## src/rtl/arm_decode_pkg.sv

```systemverilog
// Shared types for the ARM decode stage: instruction class codes, shift/opcode
// constants and the decoded-bundle layout stored in the stage queue.
package arm_decode_pkg;

    typedef enum logic [3:0] {
        CLS_MUL          = 4'd0,
        CLS_DP_REG_IMMSH = 4'd1,
        CLS_DP_REG_REGSH = 4'd2,
        CLS_DP_IMM       = 4'd3,
        CLS_LS_IMM       = 4'd4,
        CLS_LS_REG       = 4'd5,
        CLS_BLOCK        = 4'd6,
        CLS_BRANCH       = 4'd7,
        CLS_SWI          = 4'd8,
        CLS_UNDEF        = 4'd9
    } instr_class_e;

    typedef enum logic [1:0] {
        SHIFT_LSL = 2'd0,
        SHIFT_LSR = 2'd1,
        SHIFT_ASR = 2'd2,
        SHIFT_ROR = 2'd3
    } shift_type_e;

    localparam logic [3:0] OP_AND = 4'h0;
    localparam logic [3:0] OP_EOR = 4'h1;
    localparam logic [3:0] OP_SUB = 4'h2;
    localparam logic [3:0] OP_RSB = 4'h3;
    localparam logic [3:0] OP_ADD = 4'h4;
    localparam logic [3:0] OP_ADC = 4'h5;
    localparam logic [3:0] OP_SBC = 4'h6;
    localparam logic [3:0] OP_RSC = 4'h7;
    localparam logic [3:0] OP_TST = 4'h8;
    localparam logic [3:0] OP_TEQ = 4'h9;
    localparam logic [3:0] OP_CMP = 4'hA;
    localparam logic [3:0] OP_CMN = 4'hB;
    localparam logic [3:0] OP_ORR = 4'hC;
    localparam logic [3:0] OP_MOV = 4'hD;
    localparam logic [3:0] OP_BIC = 4'hE;
    localparam logic [3:0] OP_MVN = 4'hF;

    localparam int INSTR_W   = 32;
    localparam int COND_W    = 4;
    localparam int REG_W     = 4;
    localparam int SHAMT_W   = 5;
    localparam int IMM_W     = 32;
    localparam int PUBWL_W   = 5;
    localparam int REGLIST_W = 16;

    // pc and branch target live outside this struct because their width is a parameter.
    typedef struct packed {
        logic [COND_W-1:0]    cond;
        instr_class_e         cls;
        logic [3:0]           opcode;
        logic                 set_flags;
        logic [REG_W-1:0]     rd;
        logic [REG_W-1:0]     rn;
        logic [REG_W-1:0]     rm;
        logic [REG_W-1:0]     rs;
        shift_type_e          shift_type;
        logic [SHAMT_W-1:0]   shift_amount;
        logic                 shift_by_reg;
        logic [IMM_W-1:0]     imm32;
        logic [PUBWL_W-1:0]   pubwl;
        logic [REGLIST_W-1:0] reg_list;
        logic                 mem_read;
        logic                 mem_write;
        logic                 branch_link;
        logic                 undefined;
    } bundle_t;

    function automatic logic [31:0] ror32(input logic [31:0] v, input logic [4:0] n);
        logic [5:0] w_back;
        w_back = 6'd32 - {1'b0, n};
        return (v >> n) | (v << w_back);
    endfunction

endpackage

```

## src/rtl/arm_decode_comb.sv

```systemverilog
// Combinational ARMv4 decoder: classifies one instruction and builds the
// decoded bundle plus the precomputed branch target.
module arm_decode_comb
    import arm_decode_pkg::*;
#(
    parameter int PC_WIDTH = 32
) (
    input  logic [INSTR_W-1:0]  i_instr,
    input  logic [PC_WIDTH-1:0] i_pc,
    output bundle_t             o_bundle,
    output logic [PC_WIDTH-1:0] o_branch_target
);

    instr_class_e        w_cls;
    logic                w_load;
    logic [PC_WIDTH-1:0] w_offset;

    assign w_load   = i_instr[20];
    assign w_offset = PC_WIDTH'($signed({i_instr[23:0], 2'b00}));

    // Priority order matters: MUL and the register-shift forms overlap group 000.
    always_comb begin
        w_cls = CLS_UNDEF;
        if (i_instr[27:22] == 6'b000000 && i_instr[7:4] == 4'b1001) begin
            w_cls = CLS_MUL;
        end else if (i_instr[27:25] == 3'b000 && !i_instr[4]) begin
            w_cls = CLS_DP_REG_IMMSH;
        end else if (i_instr[27:25] == 3'b000 && !i_instr[7]) begin
            w_cls = CLS_DP_REG_REGSH;
        end else begin
            case (i_instr[27:25])
                3'b001:  w_cls = CLS_DP_IMM;
                3'b010:  w_cls = CLS_LS_IMM;
                3'b011:  w_cls = i_instr[4] ? CLS_UNDEF : CLS_LS_REG;
                3'b100:  w_cls = CLS_BLOCK;
                3'b101:  w_cls = CLS_BRANCH;
                3'b111:  w_cls = i_instr[24] ? CLS_SWI : CLS_UNDEF;
                default: w_cls = CLS_UNDEF;
            endcase
        end
    end

    always_comb begin
        o_bundle              = '0;
        o_branch_target       = '0;
        o_bundle.cond         = i_instr[31:28];
        o_bundle.cls          = w_cls;
        o_bundle.shift_type   = shift_type_e'(i_instr[6:5]);
        o_bundle.shift_amount = i_instr[11:7];
        case (w_cls)
            CLS_MUL: begin
                o_bundle.set_flags = i_instr[20];
                o_bundle.rd        = i_instr[19:16];
                o_bundle.rn        = i_instr[15:12];
                o_bundle.rs        = i_instr[11:8];
                o_bundle.rm        = i_instr[3:0];
            end
            CLS_DP_REG_IMMSH, CLS_DP_REG_REGSH, CLS_DP_IMM: begin
                o_bundle.opcode    = i_instr[24:21];
                o_bundle.set_flags = i_instr[20];
                o_bundle.rn        = i_instr[19:16];
                o_bundle.rd        = i_instr[15:12];
                if (w_cls == CLS_DP_IMM) begin
                    o_bundle.imm32 = ror32({24'd0, i_instr[7:0]}, {i_instr[11:8], 1'b0});
                end else begin
                    o_bundle.rm = i_instr[3:0];
                end
                if (w_cls == CLS_DP_REG_REGSH) begin
                    o_bundle.rs           = i_instr[11:8];
                    o_bundle.shift_by_reg = 1'b1;
                end
            end
            CLS_LS_IMM, CLS_LS_REG: begin
                o_bundle.rn        = i_instr[19:16];
                o_bundle.rd        = i_instr[15:12];
                o_bundle.pubwl     = i_instr[24:20];
                o_bundle.mem_read  = w_load;
                o_bundle.mem_write = !w_load;
                if (w_cls == CLS_LS_IMM) begin
                    o_bundle.imm32 = {20'd0, i_instr[11:0]};
                end else begin
                    o_bundle.rm = i_instr[3:0];
                end
            end
            CLS_BLOCK: begin
                o_bundle.rn        = i_instr[19:16];
                o_bundle.pubwl     = i_instr[24:20];
                o_bundle.reg_list  = i_instr[15:0];
                o_bundle.mem_read  = w_load;
                o_bundle.mem_write = !w_load;
            end
            CLS_BRANCH: begin
                o_bundle.branch_link = i_instr[24];
                o_branch_target      = i_pc + PC_WIDTH'(8) + w_offset;
            end
            CLS_UNDEF: begin
                o_bundle.undefined = 1'b1;
            end
            default: begin
            end
        endcase
    end

endmodule

```

## src/rtl/arm_decode_stage.sv

```systemverilog
// Decode stage: decodes fetch beats on push and buffers the bundles in a
// DEPTH-entry FIFO drained by execute.
module arm_decode_stage
    import arm_decode_pkg::*;
#(
    parameter int DEPTH    = 2,
    parameter int PC_WIDTH = 32
) (
    input  logic                         clk,
    input  logic                         reset,
    input  logic                         flush,
    input  logic                         in_valid,
    output logic                         in_ready,
    input  logic [31:0]                  in_instr,
    input  logic [PC_WIDTH-1:0]          in_pc,
    output logic                         out_valid,
    input  logic                         out_ready,
    output logic [PC_WIDTH-1:0]          out_pc,
    output logic [3:0]                   out_cond,
    output logic [3:0]                   out_class,
    output logic [3:0]                   out_opcode,
    output logic                         out_set_flags,
    output logic [3:0]                   out_rd,
    output logic [3:0]                   out_rn,
    output logic [3:0]                   out_rm,
    output logic [3:0]                   out_rs,
    output logic [1:0]                   out_shift_type,
    output logic [4:0]                   out_shift_amount,
    output logic                         out_shift_by_reg,
    output logic [31:0]                  out_imm32,
    output logic [4:0]                   out_pubwl,
    output logic [15:0]                  out_reg_list,
    output logic                         out_mem_read,
    output logic                         out_mem_write,
    output logic                         out_branch_link,
    output logic [PC_WIDTH-1:0]          out_branch_target,
    output logic                         out_undefined,
    output logic [$clog2(DEPTH+1)-1:0]   occupancy
);

    localparam int CNT_W = $clog2(DEPTH + 1);
    localparam int PTR_W = (DEPTH > 1) ? $clog2(DEPTH) : 1;

    // Handshakes: a beat transfers on a rising edge where valid && ready; valid
    // never depends on ready, and flush forces in_ready low so a flushed beat is lost.
    bundle_t             r_mem_bundle [DEPTH];
    logic [PC_WIDTH-1:0] r_mem_pc     [DEPTH];
    logic [PC_WIDTH-1:0] r_mem_target [DEPTH];
    logic [PTR_W-1:0]    r_wptr;
    logic [PTR_W-1:0]    r_rptr;
    logic [CNT_W-1:0]    r_count;

    bundle_t             w_dec_bundle;
    logic [PC_WIDTH-1:0] w_dec_target;
    bundle_t             w_head;
    logic [PC_WIDTH-1:0] w_head_pc;
    logic [PC_WIDTH-1:0] w_head_target;
    logic                w_push;
    logic                w_pop;

    function automatic logic [PTR_W-1:0] ptr_next(input logic [PTR_W-1:0] p);
        return (DEPTH == 1) ? '0 : p + 1'b1;
    endfunction

    arm_decode_comb #(
        .PC_WIDTH(PC_WIDTH)
    ) u_decode (
        .i_instr         (in_instr),
        .i_pc            (in_pc),
        .o_bundle        (w_dec_bundle),
        .o_branch_target (w_dec_target)
    );

    assign in_ready  = (r_count < CNT_W'(DEPTH)) && !flush;
    assign out_valid = (r_count != '0);
    assign occupancy = r_count;
    assign w_push    = in_valid && in_ready;
    assign w_pop     = out_valid && out_ready;

    always_ff @(posedge clk) begin
        if (reset) begin
            r_wptr  <= '0;
            r_rptr  <= '0;
            r_count <= '0;
        end else if (flush) begin
            r_wptr  <= '0;
            r_rptr  <= '0;
            r_count <= '0;
        end else begin
            if (w_push) r_wptr <= ptr_next(r_wptr);
            if (w_pop)  r_rptr <= ptr_next(r_rptr);
            case ({w_push, w_pop})
                2'b10:   r_count <= r_count + CNT_W'(1);
                2'b01:   r_count <= r_count - CNT_W'(1);
                default: r_count <= r_count;
            endcase
        end
    end

    always_ff @(posedge clk) begin
        if (w_push) begin
            r_mem_bundle[r_wptr] <= w_dec_bundle;
            r_mem_pc[r_wptr]     <= in_pc;
            r_mem_target[r_wptr] <= w_dec_target;
        end
    end

    // Gate the head so an empty queue presents an all-zero bundle.
    assign w_head        = out_valid ? r_mem_bundle[r_rptr] : '0;
    assign w_head_pc     = out_valid ? r_mem_pc[r_rptr]     : '0;
    assign w_head_target = out_valid ? r_mem_target[r_rptr] : '0;

    assign out_pc            = w_head_pc;
    assign out_cond          = w_head.cond;
    assign out_class         = w_head.cls;
    assign out_opcode        = w_head.opcode;
    assign out_set_flags     = w_head.set_flags;
    assign out_rd            = w_head.rd;
    assign out_rn            = w_head.rn;
    assign out_rm            = w_head.rm;
    assign out_rs            = w_head.rs;
    assign out_shift_type    = w_head.shift_type;
    assign out_shift_amount  = w_head.shift_amount;
    assign out_shift_by_reg  = w_head.shift_by_reg;
    assign out_imm32         = w_head.imm32;
    assign out_pubwl         = w_head.pubwl;
    assign out_reg_list      = w_head.reg_list;
    assign out_mem_read      = w_head.mem_read;
    assign out_mem_write     = w_head.mem_write;
    assign out_branch_link   = w_head.branch_link;
    assign out_branch_target = w_head_target;
    assign out_undefined     = w_head.undefined;

endmodule

```

## config.mk

```make
export PLATFORM = sky130hd
export DESIGN_NAME = arm_decode_stage
export DESIGN_NICKNAME = d
export VERILOG_FILES = /design/src/rtl/arm_decode_pkg.sv /design/src/rtl/arm_decode_comb.sv /design/src/rtl/arm_decode_stage.sv
export SDC_FILE = /design/constraint.sdc
export NUM_CORES = 1
export LEC_CHECK = 0
export ABC_AREA = 1
export CORE_ASPECT_RATIO = 0.7
export CORE_MARGIN = 2
export CORE_UTILIZATION = 45
export DETAILED_ROUTE_END_ITERATION = 6
export HOLD_SLACK_MARGIN = 0.08
export PLACE_DENSITY_LB_ADDON = 0.1
export SETUP_SLACK_MARGIN = 0.3
export SKIP_CTS_REPAIR_TIMING = 1
export SLEW_MARGIN = 40
export SYNTH_ARGS = -nofsm -noshare
export SYNTH_HDL_FRONTEND = slang
export SYNTH_SLANG_ARGS = --single-unit
```

## constraint.sdc

```tcl
create_clock -name clk -period 8.39 [get_ports clk]
set_input_delay 1.678 -clock clk [delete_from_list [all_inputs] [get_ports clk]]
set_output_delay 1.678 -clock clk [all_outputs]
set_load 0.02 [all_outputs]
```

==> metrics.cfg <==
[clocking]
clockBufferDepth=3
clk_pin_slew_worst_paths_ns=0.06
cts_buffers=34
cts.sinks=319
cts_tree=built
cts_max_level=2
insertion_delay_ns=0.53
cts_root_buf=clkbuf_16

[drt]
avgRoutedWirePerCell_um=19.88
drc=0
routed_via_density=5.233
num_vias=12480
postRouteAntennaNets=0
first_pass_iters=6
wirelength_mm=47.40
drt_iter0_drc=1393

[cells_and_area]
synthToLayoutAreaGrowth_pct=24.93
final_nets=2018
nFillCells=3107
layout_common_cells=nand2_1 (591), edfxtp_1 (314), clkdlybuf4s50_1 (230)
drive_above_1_share_pct=4.969
layout_commonest_cell=nand2_1

[timing]
setup_total_negative_slack_ns=0
relSlewSlack_pct=43.68
skew_ns=0.01250
worstMarginPinSlew_ns=0.8421
setup_viol=0
finalHoldViolCount=0
slew_viol_final=0
max_freq_mhz=191.9
period_share_pct=62.12
rsz0062_at_grt=false
min_period_ns=5.212

[critical_path]
arrival_ns=3.53
cpPeakStageDelay_ns=0.77
path_buf_inv=3
crit_required_ns=6.71
rrSetupSlack_ns=6.31
crit_slowest_cell=buf_4
timing.rr.start=occupancy[1]
cp-start-kind=flip-flop
reg2regPathDepth=9
critPathKind=flip-flop to output port
crit_cells=5
crit_chain=inv_6 -> buf_4 -> nand2_1 -> a21oi_1 -> clkdlybuf4s50_1
crit_fanout=87
critPathTopFamily=buffers and inverters
r2r-end=occupancy[1]
worstSetupEndpointType=output port

[power_and_ir_drop]
seqPwrFrac_pct=47.8
sw_frac_of_total_pct=25.89
p_total_mw=3.777
intPower_mw=2.799
ir_drop_mv=0.1383
clkPwrFrac_pct=38.5
power_frac_comb_pct=13.7
powerDensity_mw_per_mm2=191.3
total_leakage_power_nw=7.673
netSwitchingPower_mw=0.9777

[floorplanning]
ios=231
dieWidth_um=228.0
dieArea_mm2=0.03666
start_util_pct=45.60
fp-row-count=57
die_y_um=160.8
core_mm2=0.03466

[synth]
yosys.area.top_type=edfxtp_1
netlist_instances=1676
synth_fp_nets=1805
yosysSeqAreaShare_pct=60.29
synth_top_area_share_pct=59.65
post_synth_num_cell_types=46
synth_edf_count=314
synth_area_mm2=0.01581
yosysWarnings=0
ys_ff_latch=319
synth.area.top_cells=edfxtp_1 (60%), nand2_1 (14%), a21oi_1 (6.0%)
synth_async_sr_flop_share_pct=0
syn_avg_cell_area_um2=9.431
ys.flop_type=edfxtp_1

[min_path]
hold_class=flip-flop to flip-flop
holdPathStages=2
worstHoldStart=r_rptr

[placed_design]
place.port_buffers=230
place_hpwl_mm=33.15
gp_congestion=0.9480

[global_route]
antenna_found_initial=2
grtUsageTotal_pct=25.56
grt_pass1_vias=11700
grt-ovfl-total=0
grt_max_degree=88
grt_pass1_wl_mm=71.26

[status]
status=finished clean

[job]
drv_cap=0

power by group through the flow:
stage,Clock (mW),Combinational [mW],Sequential [mW]
after detailed placement,0,0.509,1.84
after global routing,1.55,0.568,1.81
final,1.46,0.518,1.80
after floorplan,0,0.299,1.84
after global placement,0,0.503,1.84
after CTS,1.49,0.512,1.80
cell usage after synthesis (3+ instances only):
| cell type | n |
|---|---|
| edfxtp_1 | 314 |
| inv_2 | 11 |
| o22ai_1 | 11 |
| nand2_1 | 591 |
| a21oi_1 | 189 |
| dfxtp_1 | 5 |
| nand3b_1 | 4 |
| or2_2 | 3 |
| ha_1 | 59 |
| nand3_1 | 44 |
| o21ai_0 | 16 |
| nor3_1 | 8 |
| o21ai_1 | 15 |
| and2_1 | 4 |
| nor2_1 | 148 |
| clkbuf_1 | 49 |
| o21bai_1 | 3 |
| nand4_1 | 4 |
| xnor2_1 | 9 |
| inv_1 | 142 |
| buf_2 | 11 |
| buf_1 | 5 |
logic make-up (layout without fill, tap and decap cells):
family	Yosys count	in the layout	synth area share (%)
flip-flops	319	319	60.29
adder cells (fa/ha/maj)	60	60	4.797
AO/OA/AOI/OAI	247	247	8.248
buffers and inverters	220	456	5.383
AND/OR/NAND/NOR	818	818	20.45
XOR/XNOR	12	12	0.8312
other	0	1	0
cell type report:
type / instances / area (um2) / share of cell area [%]
sequential: 319 / 9533 / 48.27
multi-input combinational: 1137 / 5456 / 27.63
timing repair buffer: 244 / 2529 / 12.80
clock buffer: 42 / 902.1 / 4.568
tap: 472 / 590.6 / 2.991
inverter: 153 / 579.3 / 2.934
clock inverter: 17 / 155.1 / 0.7857
antenna: 1 / 2.502 / 0.01267
worst register-to-register path, stage by stage (launching register included):
cell     delay, ns
dfxtp_1       0.38
nor2_4        0.14
buf_4         0.38
inv_1         0.11
nand2_1       0.12
inv_1         0.05
ha_1          0.29
nor3b_1       0.26
nor2_1        0.07
nor3b_1       0.20
per-stage QoR:
stage          cells  worst slack, ns  hold WS, ns  utilization, %  cell area [um2]
5_1_grt         2384            2.993       0.5473           56.97            19750
3_5_place_dp    2324            3.605       0.4757           53.86            18670
6_report        2385            3.178       0.4960           56.97            19750
4_1_cts         2383            3.073       0.4944           56.91            19730
3_3_place_gp    2320            3.420       0.4715           53.51            18550
2_1_floorplan   1676            1.587       0.4592               -            15810
state kept, by name, summed over array words and instances (netlist names), named ones only:
register,flops
r_mem_bundle,186
r_rptr,1
r_mem_target,64
r_wptr,1
occupancy,2
r_mem_pc,64
metal layers:
metal | wire, um | global-route usage [%]
met3 | 4248 | 5.256
met1 | 22450 | 40.10
met2 | 20000 | 36.57
met5 | 10 | 0
met4 | 687 | 4.843
worst max-delay path by stage:
stage | startpoint | end | slack (ns)
5_1_grt | flip-flop | out_shift_by_reg | 2.99
6_report | flip-flop | out_shift_by_reg | 3.18
4_1_cts | flip-flop | out_shift_by_reg | 3.07
3_5_place_dp | in_instr[8] | r_mem_target[0][12] | 3.61
2_1_floorplan | flush | r_mem_bundle[1][0] | 1.59
3_3_place_gp | flip-flop | out_shift_by_reg | 3.42
Note: power is estimated with default switching activity, not from simulation.
